==> src/rtl/serial_adder_ctrl.sv <==
// serial_adder_ctrl: bit-serial WIDTH-bit adder datapath and controller.
//
// Captures a, b and cin on an accepted start. Each following cycle it feeds one bit
// pair (LSB first) and the running carry through a single full-adder cell. The sum is
// assembled in a right-shifting register. sum/cout are registered and change only
// on entry to the done cycle, and are held until the next accepted start.
//
// Ports:
//   clk    rising-edge clock
//   rst_n  synchronous active-low reset
//   start  request, sampled only while busy=0 (idle or done cycle)
//   a, b   operands (WIDTH bits), cin carry-in; captured on accepted start
//   sub    (SERIAL_ADD_SUB_EN only) 1: compute a - b, cin ignored
//   busy   high while the serial addition runs
//   done   one-cycle pulse, sum/cout valid
//   sum    result, cout final carry (1 = no borrow when subtracting)
//
// Optional feature: define SERIAL_ADD_SUB_EN to add the sub input.

module serial_adder_ctrl #(
  parameter int unsigned WIDTH = 8
) (
  input  logic             clk,
  input  logic             rst_n,
  input  logic             start,
  input  logic [WIDTH-1:0] a,
  input  logic [WIDTH-1:0] b,
  input  logic             cin,
`ifdef SERIAL_ADD_SUB_EN
  input  logic             sub,
`endif
  output logic             busy,
  output logic             done,
  output logic [WIDTH-1:0] sum,
  output logic             cout
);

  localparam int unsigned CntW = (WIDTH > 1) ? $clog2(WIDTH) : 1;

  typedef enum logic [1:0] {StIdle, StRun, StDone} state_e;

  state_e           state_q;
  logic [WIDTH-1:0] a_sr_q, b_sr_q, sum_sr_q, sum_q;
  logic [CntW-1:0]  cnt_q;
  logic             carry_q, busy_q, done_q, cout_q;

  logic [WIDTH-1:0] b_cap;
  logic             cin_cap;
  logic [WIDTH-1:0] sum_sr_d;
  logic             fa_sum, fa_cout, last_bit;

  // Subtraction is a + ~b + 1: invert B on capture and seed the carry with 1.
  always_comb begin
    b_cap   = b;
    cin_cap = cin;
`ifdef SERIAL_ADD_SUB_EN
    if (sub) begin
      b_cap   = ~b;
      cin_cap = 1'b1;
    end
`endif
  end

  // Single full-adder cell shared across all bit positions.
  assign fa_sum  = a_sr_q[0] ^ b_sr_q[0] ^ carry_q;
  assign fa_cout = (a_sr_q[0] & b_sr_q[0]) | (carry_q & (a_sr_q[0] ^ b_sr_q[0]));

  // New bit enters at the MSB; after WIDTH shifts bit 0 holds the first sum bit.
  assign sum_sr_d = WIDTH'({fa_sum, sum_sr_q} >> 1);
  assign last_bit = (cnt_q == CntW'(WIDTH - 1));

  always_ff @(posedge clk) begin
    if (!rst_n) begin
      state_q  <= StIdle;
      a_sr_q   <= '0;
      b_sr_q   <= '0;
      sum_sr_q <= '0;
      sum_q    <= '0;
      cnt_q    <= '0;
      carry_q  <= 1'b0;
      busy_q   <= 1'b0;
      done_q   <= 1'b0;
      cout_q   <= 1'b0;
    end else begin
      done_q <= 1'b0;
      unique case (state_q)
        StIdle, StDone: begin
          if (start) begin
            a_sr_q   <= a;
            b_sr_q   <= b_cap;
            carry_q  <= cin_cap;
            sum_sr_q <= '0;
            cnt_q    <= '0;
            busy_q   <= 1'b1;
            state_q  <= StRun;
          end else begin
            state_q <= StIdle;
          end
        end
        StRun: begin
          a_sr_q   <= a_sr_q >> 1;
          b_sr_q   <= b_sr_q >> 1;
          carry_q  <= fa_cout;
          sum_sr_q <= sum_sr_d;
          cnt_q    <= cnt_q + 1'b1;
          if (last_bit) begin
            state_q <= StDone;
            busy_q  <= 1'b0;
            done_q  <= 1'b1;
            sum_q   <= sum_sr_d;
            cout_q  <= fa_cout;
          end
        end
        default: state_q <= StIdle;
      endcase
    end
  end

  assign busy = busy_q;
  assign done = done_q;
  assign sum  = sum_q;
  assign cout = cout_q;

endmodule

==> config.mk <==
export PLATFORM = sky130hd
export DESIGN_NAME = serial_adder_ctrl
export DESIGN_NICKNAME = d
export VERILOG_FILES = /design/src/rtl/serial_adder_ctrl.sv
export SDC_FILE = /design/constraint.sdc
export NUM_CORES = 1
export LEC_CHECK = 0
export ABC_AREA = 1
export BUFFER_PORTS_ARGS = -buffer_cell sky130_fd_sc_hd__buf_4
export CAP_MARGIN = 20
export CORE_MARGIN = 2
export CORE_UTILIZATION = 59
export DETAILED_ROUTE_END_ITERATION = 7
export PLACE_DENSITY = 0.83
export SETUP_SLACK_MARGIN = 0.2
export SYNTH_ARGS = -nofsm -noshare
export SYNTH_HDL_FRONTEND = slang
export SYNTH_SLANG_ARGS = --single-unit
==> constraint.sdc <==
create_clock -name clk -period 2.6 [get_ports clk]
set_clock_uncertainty 0.2 [all_clocks]
set_input_delay 0.52 -clock clk [delete_from_list [all_inputs] [get_ports clk]]
set_output_delay 0.52 -clock clk [all_outputs]
set_load 0.01 [all_outputs]
**Word level (Yosys, flattened, before mapping)**

Cells that the tools add are included.

- Shifts and indexed selects: 0
- Bitwise logic cells: 5
- $lt $le $gt $ge: 0
- Reduce and logical (&&, ||, !) cells: 7
- Muxes and demuxes: 17
- Divide/modulo/power cells: 0
- Add/sub/neg operators: 1
- Multipliers: 0
- Equality and inequality tests: 5

Operators by type and width:

| kind | count |
|---|---|
| $pmux W8 S2 | 3 |
| $mux W8 | 3 |
| $pmux W3 S2 | 1 |
| $reduce_and A2 Y1 | 3 |
| $mux W1 | 5 |
| $ne A2 B2 Y1 const B | 2 |
| $pmux W1 S2 | 2 |
| $pmux W2 S2 | 1 |
| $add A3 B1 Y3 const B | 1 |
| $eq A3 B3 Y1 const B | 1 |
| $mux W3 | 1 |
| $reduce_and A3 Y1 | 1 |
| $and A1 B1 Y1 | 2 |
| $eq A2 B1 Y1 const B | 1 |
| $eq A2 B2 Y1 const B | 1 |
| $logic_not A2 Y1 | 1 |
| $mux W2 | 1 |
| $reduce_bool A2 Y1 | 1 |
| $reduce_or A2 Y1 | 1 |
| $xor A1 B1 Y1 | 2 |
| $or A1 B1 Y1 | 1 |

- RAM bits: 0
- Register bits after elaboration: 41
- Output and inout port bits: 11
- Memory bits (read-only): 0
- Memories: 0
- Bits in latches: 0

**Logic depth before layout (Yosys ltp)**

- Word-level depth: 4
- Gate-level depth with buffers: 7

**Least setup slack after synthesis**

Ideal clock, no wire load.

- Path kind: input to register
- Start point: input port rst_n
- End point: register a_sr_q[7]
- Setup slack: 1.220 ns
- Required time: 2.275 ns
- Stages on the path: 4
- Path buffers: 2
- Library setup time: 0.125 ns
- Arrival time: 1.055 ns
- Cell sequence: buf_2 -> inv_1 -> buf_2 -> a21oi_1

RTL lines:

| element | RTL line | source |
|---|---|---|
| start, declared | 24 | `input logic rst_n,` |
| end signal, assigned | 101 | `a_sr_q <= a_sr_q >> 1;` |
| end, declared | 43 | `logic [WIDTH-1:0] a_sr_q, b_sr_q, sum_sr_q, sum_q;` |

No word-level cell between the ends.

**Final worst setup path**

- Start point: register busy_q, in the netlist busy
- End point: output port busy

RTL lines:

| element | RTL line | source |
|---|---|---|
| start, declared | 45 | `logic carry_q, busy_q, done_q, cout_q;` |
| start signal, assigned | 81 | `busy_q <= 1'b0;` |
| start signal, assigned | 94 | `busy_q <= 1'b1;` |
| start signal, assigned | 108 | `busy_q <= 1'b0;` |
| end, declared | 32 | `output logic busy,` |

No word-level cell between the ends.

==> metrics.csv <==
metric,value,unit
status,completed,
R2R setup slack,1.04,ns
die area,3630,sq um
Num CTS Buffers,5,
Setup crit end kind,output pin,
RSZ-0062 raised after global routing,false,
Period minus WS final,1.58,ns
fin crit share,0.607,
Crit path max-delay family,flip-flops,
Post-Synth Adder-Cell Area,0.0242,
Die Height,60.2,microns
initial drt markers,75,
kind of critical path,reg2out,
DR vias/cell,4.91,
worst vdd ir,0.450,mV
wire per inst,10.9,microns
largest family of logic cells by synthesized area,simple AND/OR/NAND/NOR gates,
yosys warns,0,
post-synthesis mux area share,0,
Post-Synth XOR/XNOR Area,0,
library cells used by synthesis,22,
GRT overflow,0,
Compound-Gate Fraction of Synth Area,0.0591,
first-pass GRT wire length,6210,microns
P&R area growth vs syn,14.6,%
Final #Nets,302,
core area,3030,sq um
worst skew pair latency,0.36,ns
# DRC,0,
hold buffers post-CTS,0,
Worst Hold Class,in2reg,
post-CTS resize count,0,
Slew @ Worst Pin,0.534,ns
Worst path slowest cell,dfxtp_1,
post-route ant nets,0,
number of global-route vias before repair,1454,
count of final setup violators,0,
CTS tree,built,
Post-Synth Simple-Gate Area,0.358,
Syn Area/Cell,7.31,sq um
Post-Route WL,3530,microns
layout cells sized above 1,0.200,
Worst Path Max Fanout,2,
CTS Sinks,40,
all-layer global routing usage,0.232,
Detail Placement HPWL,2210,microns
Clock Path Buffers,2,
Rel. slew slack,0.644,
"Cell Chain, Critical Path",buf_4,
sequential element share of the synthesized area,0.430,
Cell Rows,20,
setup bufs post-CTS,0,
"Core Util, Final",0.706,
critical path required time,1.88,ns
Leakage,1.03,nW
CTS root buffer,clkbuf_4,
H-Tree Depth,2,
Synth Net Count,278,
Mapped Cells,255,
Peak Freq,634,MHz
max-slew violation count,0,
pwr dens,606,nW/um^2
"Largest stage delay, worst path",0.37,ns
Critical Path Start Type,flop,
largest net degree at the start of global routing,45,
final hold violation count,0,
"Data arrival, critical path",0.86,ns
Final GP Congestion,0.768,
number of port buffers,30,
total number of vias,1592,
max_cap viols,0,
Ports,31,
"FF+latch count, synth",40,
Starting Density,0.616,
CP bufs+invs,1,
initial antenna violation count,0,
Die W,60.2,microns
clk slew on worst S/H paths,0.13,ns
setup_tns,0,ns
TritonRoute pass-1 iters,6,
Mapped Area,1860,sq um
Antenna Cells,0,
through the flow:
step | instance area, sq um | setup WS [ns] | power, mW | hold slack, ns | std cells
after global routing | 2140 | 0.953 | 1.36 | 0.162 | 324
after detailed placement | 2050 | 1.00 | 0.860 | 0.258 | 316
after floorplan | 1860 | 1.22 | 0.824 | 0.228 | 255
final | 2140 | 1.02 | 1.30 | 0.166 | 324
after global placement | 2050 | 1.01 | 0.857 | 0.251 | 316
after CTS | 2140 | 1.02 | 1.30 | 0.155 | 324
synth_stat cells (all sizes together):
master,n,area share
a21oi,15,0.056
buf,14,0.056
clkinv,9,0.018
dfxtp,40,0.43
fa,1,0.011
ha,2,0.013
inv,26,0.055
nand2,65,0.14
nand3,48,0.13
nand3b,3,0.012
nor2,31,0.066
o21ai,1,0.0027
cell usage in the layout (no fill, tap or decap), types with 3 or more instances in the layout:
cell type | synthesis | layout
nand3_1 | 46 | 46
nand2_1 | 62 | 62
nand3b_1 | 3 | 3
buf_4 | 4 | 31
clkbuf_4 | 0 | 5
clkinv_1 | 9 | 9
a21oi_1 | 7 | 7
nor2_1 | 30 | 30
a21oi_2 | 8 | 8
dfxtp_1 | 40 | 40
inv_1 | 23 | 23
power breakdown:
| part | leakage (nW) | internal, mW | total (mW) | switching [mW] |
|---|---|---|---|---|
| clock network | 0.0484 | 0.230 | 0.447 | 0.216 |
| registers | 0.327 | 0.645 | 0.660 | 0.0144 |
| logic | 0.656 | 0.0756 | 0.188 | 0.113 |
final cells by class:
class                   count  area, sq um
repair buffers             31          233
flip-flops and latches     40          801
clock inverters             2         38.8
well taps                  44         55.1
clock buffers               6         51.3
multi-input cells         166          822
fillers                   269          891
inverters                  35          136
final timing paths:
path / from / endpoint / cells past startpoint
min reg2reg: cnt_q[0] / cnt_q[0] / 1
min: b[3] / b_sr_q[3] / 3
max: busy / busy / 1
max reg2reg: cnt_q[0] / sum[0] / 5
per-layer routing:
layer / up-vias / GRT usage / part of all wire
met5: - / 0 / 0
met4: 0 / 0.0952 / 0.019
met3: 5 / 0.0649 / 0.059
met2: 38 / 0.371 / 0.46
met1: 712 / 0.294 / 0.46
li1: 837 / - / -
registers in the layout (all words and copies together), names as in the netlist:
signal	cells
a_sr_q	8
b_sr_q	8
sum	8
sum_sr_q	7
cnt_q	3
state_q	2
busy	1
carry_q	1
cout	1
done	1
tightest hold or removal path, delay by kind of cell:
kind / cells / cell delay, ns
simple gates: 2 / 0.11
buf+inv: 1 / 0.07
cells by family (layout without fill, tap and decap cells):
logic type      after synthesis  in the layout
fa+ha+maj                     3              3
simple gates                147            147
compound gates               16             16
flops                        40             40
buf+inv                      49             74
No activity file was read; power rests on OpenSTA's default activity.
